<file path="config.mk">
export PLATFORM = sky130hd
export DESIGN_NAME = dp_arbiter_flat
export DESIGN_NICKNAME = d
export VERILOG_FILES = /design/src/rtl/dp_arbiter_if.sv /design/src/rtl/dp_arbiter.sv /design/src/flat_wrapper.sv
export SDC_FILE = /design/constraint.sdc
export NUM_CORES = 1
export LEC_CHECK = 0
export CAP_MARGIN = 20
export CORE_UTILIZATION = 36
export DETAILED_ROUTE_END_ITERATION = 16
export PLACE_DENSITY_LB_ADDON = 0.12
export SETUP_SLACK_MARGIN = 0.4
export SLEW_MARGIN = 20
export SYNTH_ARGS = -nofsm -noshare
export SYNTH_HDL_FRONTEND = slang
export SYNTH_SLANG_ARGS = --single-unit
</file>
<file path="constraint.sdc">
create_clock -name clk -period 2.05 [get_ports clk]
set_clock_uncertainty 0.15 [all_clocks]
set_input_delay 0.41 -clock clk [delete_from_list [all_inputs] [get_ports clk]]
set_output_delay 0.41 -clock clk [all_outputs]
set_load 0.02 [all_outputs]
</file>
<file path="src/rtl/dp_arbiter_if.sv">
// Requester-side bus of the dynamic pointer arbiter: three request lanes in,
// one-hot grant plus completion/response out.
interface dp_arbiter_if #(
    parameter int DW = 20
);
    logic [2:0]      req;
    logic [5:0]      req_op;
    logic [3*DW-1:0] req_wdata;
    logic [2:0]      gnt;
    logic [2:0]      done;
    logic            err;
    logic [DW-1:0]   rdata;

    // master: the requester pool driving requests
    modport master (
        output req,
        output req_op,
        output req_wdata,
        input  gnt,
        input  done,
        input  err,
        input  rdata
    );

    // slave: the arbiter answering them
    modport slave (
        input  req,
        input  req_op,
        input  req_wdata,
        output gnt,
        output done,
        output err,
        output rdata
    );
endinterface

</file>
<file path="src/rtl/dp_arbiter.sv">
// Three-way round-robin arbiter in front of a dynamic pointer register.
// One transaction at a time: IDLE -> ISSUE -> (CAPTURE) -> RESP -> IDLE.
module dp_arbiter #(
    parameter int DW = 20
) (
    input  logic          clk,
    input  logic          reset,
    dp_arbiter_if.slave   bus,
    output logic          busy,
    output logic          dp_readsig,
    output logic          dp_writesig,
    output logic          dp_inc,
    output logic [DW-1:0] dp_data_in,
    input  logic [DW-1:0] dp_data_out
);

    typedef enum logic [1:0] {
        IDLE    = 2'd0,
        ISSUE   = 2'd1,
        CAPTURE = 2'd2,
        RESP    = 2'd3
    } state_t;

    typedef enum logic [1:0] {
        OP_READ  = 2'b00,
        OP_WRITE = 2'b01,
        OP_INC   = 2'b10,
        OP_RSVD  = 2'b11
    } op_t;

    state_t        state_reg;
    op_t           op_reg;
    logic [1:0]    winner_reg;
    logic [2:0]    gnt_reg;
    logic [2:0]    done_reg;
    logic          err_reg;
    logic          rd_reg;
    logic          wr_reg;
    logic          inc_reg;
    logic [DW-1:0] rdata_reg;
    logic [DW-1:0] wdata_reg;

    // Requester index reached by stepping 'step' places past 'base', modulo 3.
    function automatic logic [1:0] rr_step(input logic [1:0] base, input logic [1:0] step);
        logic [2:0] sum;
        sum = {1'b0, base} + {1'b0, step};
        if (sum >= 3'd3) begin
            sum = sum - 3'd3;
        end
        return sum[1:0];
    endfunction

    logic [1:0]    op_of    [3];
    logic [DW-1:0] wdata_of [3];
    logic [1:0]    cand_idx [3];
    logic [2:0]    cand_hit;

    // Candidate gi is the requester gi+1 places after the last winner.
    for (genvar gi = 0; gi < 3; gi++) begin : g_lane
        localparam logic [1:0] STEP = 2'(gi + 1);
        assign op_of[gi]    = bus.req_op[2*gi +: 2];
        assign wdata_of[gi] = bus.req_wdata[DW*gi +: DW];
        assign cand_idx[gi] = rr_step(winner_reg, STEP);
        assign cand_hit[gi] = bus.req[cand_idx[gi]];
    end

    logic       win_valid;
    logic [1:0] win_idx;
    op_t        win_op;

    always_comb begin
        win_valid = 1'b0;
        win_idx   = 2'd0;
        for (int k = 2; k >= 0; k--) begin
            if (cand_hit[k]) begin
                win_valid = 1'b1;
                win_idx   = cand_idx[k];
            end
        end
        win_op = op_t'(op_of[win_idx]);
    end

    // Strobes are registered on entry to ISSUE so they are high exactly while
    // in ISSUE; done/err are registered on leaving RESP, landing in the IDLE
    // cycle that can already accept the next request.
    always_ff @(posedge clk or negedge reset) begin
        if (!reset) begin
            state_reg  <= IDLE;
            op_reg     <= OP_READ;
            winner_reg <= 2'd2;
            gnt_reg    <= '0;
            done_reg   <= '0;
            err_reg    <= 1'b0;
            rd_reg     <= 1'b0;
            wr_reg     <= 1'b0;
            inc_reg    <= 1'b0;
            rdata_reg  <= '0;
            wdata_reg  <= '0;
        end else begin
            done_reg <= '0;
            err_reg  <= 1'b0;
            rd_reg   <= 1'b0;
            wr_reg   <= 1'b0;
            inc_reg  <= 1'b0;
            case (state_reg)
                IDLE: begin
                    if (win_valid) begin
                        gnt_reg    <= 3'b001 << win_idx;
                        winner_reg <= win_idx;
                        op_reg     <= win_op;
                        wdata_reg  <= wdata_of[win_idx];
                        rd_reg     <= (win_op == OP_READ);
                        wr_reg     <= (win_op == OP_WRITE);
                        inc_reg    <= (win_op == OP_INC);
                        state_reg  <= ISSUE;
                    end
                end
                ISSUE: begin
                    state_reg <= (op_reg == OP_READ) ? CAPTURE : RESP;
                end
                CAPTURE: begin
                    rdata_reg <= dp_data_out;
                    state_reg <= RESP;
                end
                RESP: begin
                    done_reg  <= gnt_reg;
                    err_reg   <= (op_reg == OP_RSVD);
                    gnt_reg   <= '0;
                    state_reg <= IDLE;
                end
                default: begin
                    state_reg <= IDLE;
                end
            endcase
        end
    end

    assign bus.gnt     = gnt_reg;
    assign bus.done    = done_reg;
    assign bus.err     = err_reg;
    assign bus.rdata   = rdata_reg;
    assign busy        = (state_reg != IDLE);
    assign dp_readsig  = rd_reg;
    assign dp_writesig = wr_reg;
    assign dp_inc      = inc_reg;
    assign dp_data_in  = wdata_reg;

endmodule

</file>
<file path="src/flat_wrapper.sv">
// flat-port wrapper written by rule: the top's interface ports become plain ports
module dp_arbiter_flat 
#(
    parameter int DW = 20
)
  (clk, reset, busy, dp_readsig, dp_writesig, dp_inc, dp_data_in, dp_data_out, bus_req, bus_req_op, bus_req_wdata, bus_gnt, bus_done, bus_err, bus_rdata);
  dp_arbiter_if #(.DW(DW)) bus_i ();
  input  logic clk;
  input  logic reset;
  output logic busy;
  output logic dp_readsig;
  output logic dp_writesig;
  output logic dp_inc;
  output logic [DW-1:0] dp_data_in;
  input  logic [DW-1:0] dp_data_out;
  input wire logic [$bits(bus_i.req)-1:0] bus_req;
  input wire logic [$bits(bus_i.req_op)-1:0] bus_req_op;
  input wire logic [$bits(bus_i.req_wdata)-1:0] bus_req_wdata;
  output wire logic [$bits(bus_i.gnt)-1:0] bus_gnt;
  output wire logic [$bits(bus_i.done)-1:0] bus_done;
  output wire logic [$bits(bus_i.err)-1:0] bus_err;
  output wire logic [$bits(bus_i.rdata)-1:0] bus_rdata;
  assign bus_i.req = bus_req;
  assign bus_i.req_op = bus_req_op;
  assign bus_i.req_wdata = bus_req_wdata;
  assign bus_gnt = bus_i.gnt;
  assign bus_done = bus_i.done;
  assign bus_err = bus_i.err;
  assign bus_rdata = bus_i.rdata;
  dp_arbiter #(.DW(DW)) u_core (.clk(clk), .reset(reset), .bus(bus_i), .busy(busy), .dp_readsig(dp_readsig), .dp_writesig(dp_writesig), .dp_inc(dp_inc), .dp_data_in(dp_data_in), .dp_data_out(dp_data_out));
endmodule
</file>
==> impl_metrics.toml, run 1 <==
[outcome]
status = "finished with violations"
violations = "setup timing"

[detailed_routing]
drc = 0
vias = 2567
viasPerCell = 4.99
routed_wl_um = 8190
drt_iter0_markers = 106
drt-pass1-iter-count = 4
ant_nets = 0
wl_per_cell_um = 15.9

[placement]
dp.cells = 496
port_buffers = 141
place_congestion = 0.875
post-dp-hpwl_um = 5870

[final_layout]
area_growth_pct = 72.8
antennaDiodeCount = 0
nets = 512
mostFrequentLayoutCell = "clkdlybuf4s50_1"
final_cells = 514
final_core_util_pct = 64.9
drive_above_1_share_pct = 28.0
seq_area_sq_um = 1400
multi_input_area_sq_um = 1360
mostFrequentLayoutCells = "clkdlybuf4s50_1, dfrtp_1, dlygate4sd2_1"
fillers = 613

[power]
switchingPower_uw = 3160
swShare_pct = 42.2
power.density_nw_per_um2 = 1580
ir_worst_vdd_mv = 0.835
p_seq_share_pct = 25.4
p_clk_share_pct = 9.5
pwr-share-comb_pct = 65.1
p_leak_uw = 0.00209
p_int_uw = 4330

[synth]
ys_seq_area_share_pct = 51.0
synth_area_sq_um = 2750
yosysWarnings = 0
syn_avg_cell_area_sq_um = 11.3
yosysUniqueCellTypes = 40
synth-seq-cells = 56
yosysTopAreaCell = "dfrtp_1"
synth.area.top_cells = "dfrtp_1, mux2_2, a221oi_1"
synth_fp_nets = 341
synth_top_area_share_pct = 50.0
syn_inst = 243

[cts]
cts_root_buf = "clkbuf_8"
clock-sinks = 56
cts_tree = "done"
h-tree-depth = 2
cts_buffers = 5
clockBufferDepth = 2
clk-insertion-delay-late_ns = 0.31
clk_pin_slew_ns = 0.10

[critical_path]
required_ns = 2.10
path_class = "reg2reg"
cp_slowest_cell = "dfstp_2"
crit_chain = "inv_4 > ha_4 > nand2b_1 > a221oi_2 > a22oi_2 > a221o_1 > mux2_4"
cpPeakStageDelay_ns = 0.57
cp-end-kind = "flip-flop"
startpoint_type = "flip-flop"
crit_fanout = 5
crit_arrival_ns = 2.36

[sta]
setup_slack_ns = -0.257
finalHoldViolCount = 0
slew_violations = 0
fmax_mhz = 434
tightest_slew_ns = 0.418
setup_viol = 30
rsz0062_at_grt = "true"
period_share_pct = 113
min_period_ns = 2.31
maxSlewHeadroom_pct = 72.1
fin_tns_setup_ns = -5.34

[grt]
antenna_found_initial = 0
grt_pass1_wl_um = 11700
grt-ovfl-total = 0
grt_use_total_pct = 19.5
grt_max_degree = 51
grt_pass1_vias = 2365

[die]
die_y_um = 89.4
core_area_sq_um = 7330
initial_core_util_pct = 37.5
num_rows = 31
die_area_sq_um = 8000
die_x_um = 89.4
io_pins = 142

[worst_hold_path]
hold_class = "in2async"

[run]
timing.max_cap.violations = 0
[what timing repair did]
item,CTS,global route
hold buffers,1,0
endpoints found under the setup margin,83,38
pin swaps,4,2
setup buffers,5,2
cloned,1,1
gates resized for setup,70,15
endpoints found under the hold margin,6,0
[through the flow]
step / power [uW] / setup WS, ns / hold slack, ns / area (sq um)
detailed placement: 6630 / -0.389 / 0.110 / 4490
CTS: 7280 / -0.208 / 0.307 / 4660
finish: 7490 / -0.257 / 0.313 / 4750
global route: 7990 / -0.328 / 0.333 / 4750
floorplan: 4760 / -0.0960 / -0.0356 / 2870
global placement: 6490 / -0.265 / 0.108 / 4490
[kinds of logic after synthesis]
kind of cell | after synthesis | synth area share [%]
mux | 22 | 9.14
fa+ha+maj | 7 | 3.18
simple gates | 68 | 11.1
flops | 56 | 51.0
compound gates | 68 | 19.2
buf+inv | 22 | 6.37
[power groups by stage]
stage | Sequential (uW) | Clock, uW | Combinational [uW]
after floorplan | 2520 | 0 | 2230
after global placement | 1920 | 0 | 4570
after detailed placement | 1950 | 0 | 4680
after CTS | 1910 | 733 | 4640
after global routing | 1980 | 772 | 5240
final | 1900 | 711 | 4880
[metal layers]
metal | routed length, um | part of all wire [%] | vias to the layer above | GRT usage [%]
met4 | 89 | 1.1 | 0 | 5.48
met2 | 4050 | 49 | 104 | 34.0
met5 | 0 | 0 | - | 0
met1 | 3440 | 42 | 1230 | 24.3
met3 | 616 | 7.5 | 8 | 4.62
li1 | - | - | 1225 | -
[area by class of cell]
cell class	count	area share [%]
inverter	7	0.658
tap	99	2.61
multi-input combinational	165	28.6
clock buffer	7	1.61
clock inverter	1	0.632
timing repair buffer	179	36.4
sequential	56	29.5
[cells in the mapped netlist, drive strengths merged]
| master | count |
|---|---|
| dfrtp | 55 |
| nand2 | 28 |
| a221oi | 24 |
| nor2 | 24 |
| a21oi | 23 |
| mux2 | 22 |
| buf | 10 |
| o21ai | 10 |
| ha | 7 |
| inv | 7 |
| and2 | 5 |
| and3 | 5 |
| clkbuf | 5 |
| o211ai | 3 |
| nand2b | 2 |
| a211oi | 1 |
| a21boi | 1 |
| a21o | 1 |
| a221o | 1 |
| a22oi | 1 |
| a31oi | 1 |
| dfstp | 1 |
| nand4bb | 1 |
| nor2b | 1 |
| nor3 | 1 |
| o211a | 1 |
| o32a | 1 |
| or2b | 1 |
[path summary, 6_finish.rpt]
kind | startpoint | to | slack [ns] | depth (start not counted)
worst min register to register | u_core.bus.rdata[17]$_DFFE_PN0N_ | u_core.bus.rdata[17]$_DFFE_PN0N_ | 0.36 | 1
max in group asynchronous | reset | u_core.winner_reg[1]$_DFFE_PN1P_ | 0.88 | 3
min in group clk | u_core.bus.rdata[17]$_DFFE_PN0N_ | u_core.bus.rdata[17]$_DFFE_PN0N_ | 0.36 | 1
worst max register to register | u_core.winner_reg[1]$_DFFE_PN1P_ | u_core.op_reg[1]$_DFFE_PN0P_ | -0.26 | 7
worst min-delay path | reset | u_core.bus.rdata[7]$_DFFE_PN0N_ | 0.31 | 2
worst max-delay path | u_core.winner_reg[1]$_DFFE_PN1P_ | u_core.op_reg[1]$_DFFE_PN0P_ | -0.26 | 7
[critical path, delay by kind of cell, from the launching register on]
kind | cells | cell delay [ns]
AOI/OAI and AO/OA | 3 | 0.80
adders and majority gates | 1 | 0.29
buffers and inverters | 1 | 0.05
DFF | 1 | 0.57
muxes | 1 | 0.27
and+or+nand+nor | 1 | 0.07
No activity file was read; power rests on OpenSTA's default activity.
==> run 2: changes to the inputs <==
Settings changed: SKIP_CTS_REPAIR_TIMING set to 1, SLEW_MARGIN 20 to unset.
==> impl_metrics.toml, run 2 (synthesis results as in run 1) <==
[outcome]
status = "finished with violations"
violations = "setup timing"

[detailed_routing]
drt-pass1-iter-count = 4
drt_iter0_markers = 100
viasPerCell = 5.01
vias = 2577
routed_wl_um = 8570
wl_per_cell_um = 16.7
ant_nets = 0
drc = 0

[sta]
rsz0062_at_grt = "true"
fmax_mhz = 429
finalHoldViolCount = 0
setup_viol = 31
timing.hold.ws_ns = 0.312
period_share_pct = 114
maxSlewHeadroom_pct = 72.3
min_period_ns = 2.33
tightest_slew_ns = 0.416
slew_violations = 0
setup_slack_ns = -0.279

[final_layout]
antennaDiodeCount = 0
area_growth_pct = 84.4
final_cells = 514
final_core_util_pct = 69.2
nets = 512
drive_above_1_share_pct = 34.0
fillers = 549
mostFrequentLayoutCells = "clkdlybuf4s50_1, dfrtp_1, dlymetal6s2s_1"
mostFrequentLayoutCell = "clkdlybuf4s50_1"

[die]
core_area_sq_um = 7330
die_y_um = 89.4
die_area_sq_um = 8000
die_x_um = 89.4
num_rows = 31
io_pins = 142
initial_core_util_pct = 37.5

[power]
swShare_pct = 42.0
p_clk_share_pct = 8.8
power.density_nw_per_um2 = 1590
p_int_uw = 4680
ir_worst_vdd_mv = 0.915
pwr-share-comb_pct = 67.5
p_leak_uw = 0.00254
p_seq_share_pct = 23.7
switchingPower_uw = 3390
total_power_uw = 8070

[critical_path]
r2r_cells = 7
r2r_setup_slack_ns = -0.28
crit_fanout = 5
rr_endpoint = "u_core.op_reg[1]$_DFFE_PN0P_"
rr_startpoint = "u_core.winner_reg[1]$_DFFE_PN1P_"
cpPeakStageDelay_ns = 0.58
required_ns = 2.10
cp_top_family = "compound AO/OA/AOI/OAI gates"
path_class = "reg2reg"
crit_buf_inv = 1
crit_arrival_ns = 2.38
cp_slowest_cell = "dfstp_2"
startpoint_type = "flip-flop"
crit_chain = "inv_4 > ha_4 > nand2b_1 > a221oi_2 > a22oi_2 > a221o_1 > mux2_4"
cp-end-kind = "flip-flop"

[grt]
grt_pass1_vias = 2287
grt_use_total_pct = 18.9
grt_max_degree = 51
grt_pass1_wl_um = 11400
antenna_found_initial = 0
grt-ovfl-total = 0

[cts]
clk-insertion-delay-late_ns = 0.31
cts_tree = "done"
clock-sinks = 56
clk_pin_slew_ns = 0.10
cts_root_buf = "clkbuf_8"
clockBufferDepth = 2
h-tree-depth = 2
cts_buffers = 5

[worst_hold_path]
hold_class = "in2async"

[placement]
preCtsSetupSlack_ns = -0.389
dp.cells = 496
port_buffers = 141
place_congestion = 0.875
post-dp-hpwl_um = 5870

[run]
timing.max_cap.violations = 0
-- run 2: cell types whose count changed in the layout (fill, tap and decap cells not counted), sizes merged --
cell / before / now
clkbuf: 8 / 9
bufbuf: 1 / 0
clkdlybuf4s15: 1 / 0
dlygate4sd2: 49 / 0
dlymetal6s2s: 0 / 50
-- run 2: final cells by class --
cell class                 count  area [sq um]  area share, %
multi-input combinational    165          1490           29.3
sequential                    56          1400           27.6
tap                           99           124           2.44
clock inverter                 1          30.0          0.592
inverter                       7          31.3          0.616
timing repair buffer         179          1920           37.9
clock buffer                   7          76.3           1.50
-- run 2: worst max path at each step --
stage                                     startpoint                          endpoint  slack (ns)  cells past startpoint
detailed placement                        bus_req[2]  u_core.dp_data_in[0]$_DFFE_PN0P_       -0.39                      7
CTS                 u_core.winner_reg[1]$_DFFE_PN1P_  u_core.dp_data_in[0]$_DFFE_PN0P_       -0.36                      8
global placement                          bus_req[2]  u_core.dp_data_in[1]$_DFFE_PN0P_       -0.27                      7
global route        u_core.winner_reg[1]$_DFFE_PN1P_      u_core.op_reg[1]$_DFFE_PN0P_       -0.34                      7
floorplan           u_core.winner_reg[1]$_DFFE_PN1P_      u_core.op_reg[1]$_DFFE_PN0P_        -0.1                      7
finish              u_core.winner_reg[1]$_DFFE_PN1P_      u_core.op_reg[1]$_DFFE_PN0P_       -0.28                      7
-- run 2: power by group through the flow --
stage / Combinational, uW / Clock, uW / Sequential [uW]
after floorplan: 2230 / 0 / 2520
after global placement: 4570 / 0 / 1920
after detailed placement: 4680 / 0 / 1950
after CTS: 4690 / 733 / 1930
after global routing: 5800 / 772 / 1980
final: 5450 / 711 / 1910
-- run 2: worst register-to-register path, delay by kind of cell (launching register included) --
| family | cells | cell delay [ns] |
|---|---|---|
| adder cells (fa/ha/maj) | 1 | 0.29 |
| buffers and inverters | 1 | 0.06 |
| flip-flops | 1 | 0.58 |
| AO/OA/AOI/OAI | 3 | 0.80 |
| AND/OR/NAND/NOR | 1 | 0.07 |
| multiplexers | 1 | 0.27 |
-- run 2: metal layers --
metal | share of wire, % | GRT usage [%]
met3 | 7.0 | 4.43
met5 | 0 | 0
met1 | 42 | 24.3
met4 | 1.3 | 4.76
met2 | 49 | 32.3
-- run 2: through the flow --
step,TNS [ns],instance area [sq um]
after global placement,-6.97,4490
after global routing,-7.96,5070
after CTS,-8.10,4590
final,-5.59,5070
after floorplan,-0.350,2870
after detailed placement,-9.30,4490
==> run 3: changes to the inputs <==
Settings changed: CORE_MARGIN set to 2.
==> impl_metrics.toml, run 3 (synthesis results as in run 1) <==
[detailed_routing]
viasPerCell = 4.91
ant_nets = 0
routed_wl_um = 8160
drt_iter0_markers = 52
wl_per_cell_um = 16.2
drc = 0
vias = 2476
drt-pass1-iter-count = 4

[critical_path]
crit_arrival_ns = 2.28
crit_fanout = 5
startpoint_type = "flip-flop"
required_ns = 2.10
rr_startpoint = "u_core.winner_reg[1]$_DFFE_PN1P_"
path_class = "reg2reg"
crit_path_start = "u_core.winner_reg[1]$_DFFE_PN1P_"
cp-end-kind = "flip-flop"

[placement]
dpl_cell_area_sq_um = 4460
post-dp-hpwl_um = 6090
port_buffers = 141
preCtsSetupSlack_ns = -0.305
place_congestion = 0.856
dp.cells = 493

[final_layout]
final_cells = 504
mostFrequentLayoutCell = "clkdlybuf4s50_1"
antennaDiodeCount = 0
mostFrequentLayoutCells = "clkdlybuf4s50_1, dfrtp_1, dlymetal6s2s_1"
nets = 502
drive_above_1_share_pct = 24.7
fin_area_sq_um = 4800
area_growth_pct = 74.6

[sta]
fmax_mhz = 448
maxSlewHeadroom_pct = 68.3
rsz0062_at_grt = "true"
finalHoldViolCount = 0
tightest_slew_ns = 0.476
period_share_pct = 109
setup_slack_ns = -0.182
slew_violations = 0
setup_viol = 29
min_period_ns = 2.23

[die]
initial_core_util_pct = 37.5
io_pins = 142
die_y_um = 91.4
die_area_sq_um = 8360
die_x_um = 91.4
num_rows = 31
core_area_sq_um = 7330

[cts]
cts_tree = "done"
clk-insertion-delay-late_ns = 0.30
h-tree-depth = 2
clock-sinks = 56
cts_buffers = 5
clk_pin_slew_ns = 0.10
cts_root_buf = "clkbuf_8"
clockBufferDepth = 2

[grt]
grt_max_degree = 29
grt_pass1_vias = 2442
grt_use_total_pct = 18.4
antenna_found_initial = 0
grt_pass1_wl_um = 12100
grt-ovfl-total = 0

[power]
total_power_uw = 7280
power.density_nw_per_um2 = 1520
p_leak_uw = 0.00243
ir_worst_vdd_mv = 0.910

[outcome]
status = "finished with violations"
violations = "setup timing"

[worst_hold_path]
hold_class = "reg2reg"
hp-start = "u_core.bus.rdata[4]$_DFFE_PN0N_"

[run]
timing.max_cap.violations = 0
run 3: cell count changes in the layout (fill, tap and decap cells not counted), moves of 2 or more:
cell       previous run  this run
a21oi_1               7        23
a21oi_2              16         0
nand2_1              12        27
nand2_4               9         0
nand2_2               7         1
buf_6                 7         2
buf_4                25        22
clkbuf_16             2         0
run 3: path summary, 6_finish.rpt:
kind                       depth (start not counted)  slack [ns]                               end
setup / recovery                                   7       -0.18      u_core.op_reg[1]$_DFFE_PN0P_
hold / removal                                     1        0.36   u_core.bus.rdata[4]$_DFFE_PN0N_
setup reg to reg                                   7       -0.18      u_core.op_reg[1]$_DFFE_PN0P_
hold reg to reg                                    1        0.36   u_core.bus.rdata[4]$_DFFE_PN0N_
max in group asynchronous                          3        0.71  u_core.winner_reg[1]$_DFFE_PN1P_
min in group asynchronous                          2        0.45  u_core.bus.rdata[17]$_DFFE_PN0N_
run 3: critical path: stages, from the launching register on:
cell      delay, ns
dfstp_2        0.57
inv_4          0.05
ha_4           0.31
nand2b_4       0.06
a221oi_4       0.24
a22oi_2        0.12
a221o_1        0.36
mux2_4         0.26
run 3: cell type report:
cell class / count / area, sq um
Sequential cell: 56 / 1400
Fill cell: 553 / 2530
Clock buffer: 6 / 72.6
Inverter: 7 / 31.3
Tap cell: 99 / 124
Multi-Input combinational cell: 165 / 1340
Clock inverter: 2 / 35.0
Timing Repair Buffer: 169 / 1790
run 3: per-stage QoR:
stage | hold WS, ns | util, % | TNS, ns
final | 0.359 | 65.5 | -2.98
after global routing | 0.372 | 65.5 | -6.67
after CTS | -0.0913 | 62.4 | -5.35
after detailed placement | 0.247 | 60.9 | -7.99
after global placement | 0.248 | 60.9 | -6.55
after floorplan | -0.0356 | - | -0.350
run 3: routing by layer:
| metal | vias up | track usage [%] | part of all wire, % |
|---|---|---|---|
| li1 | 1199 | - | - |
| met1 | 1174 | 24.5 | 44 |
| met2 | 94 | 29.6 | 50 |
| met3 | 9 | 3.90 | 5.4 |
| met4 | 0 | 6.69 | 1.4 |
| met5 | - | 0 | 0 |
run 3: power by group:
part           switching [uW]  internal (uW)
clock network             348            363
registers                 274           1650
logic                    2410           2240
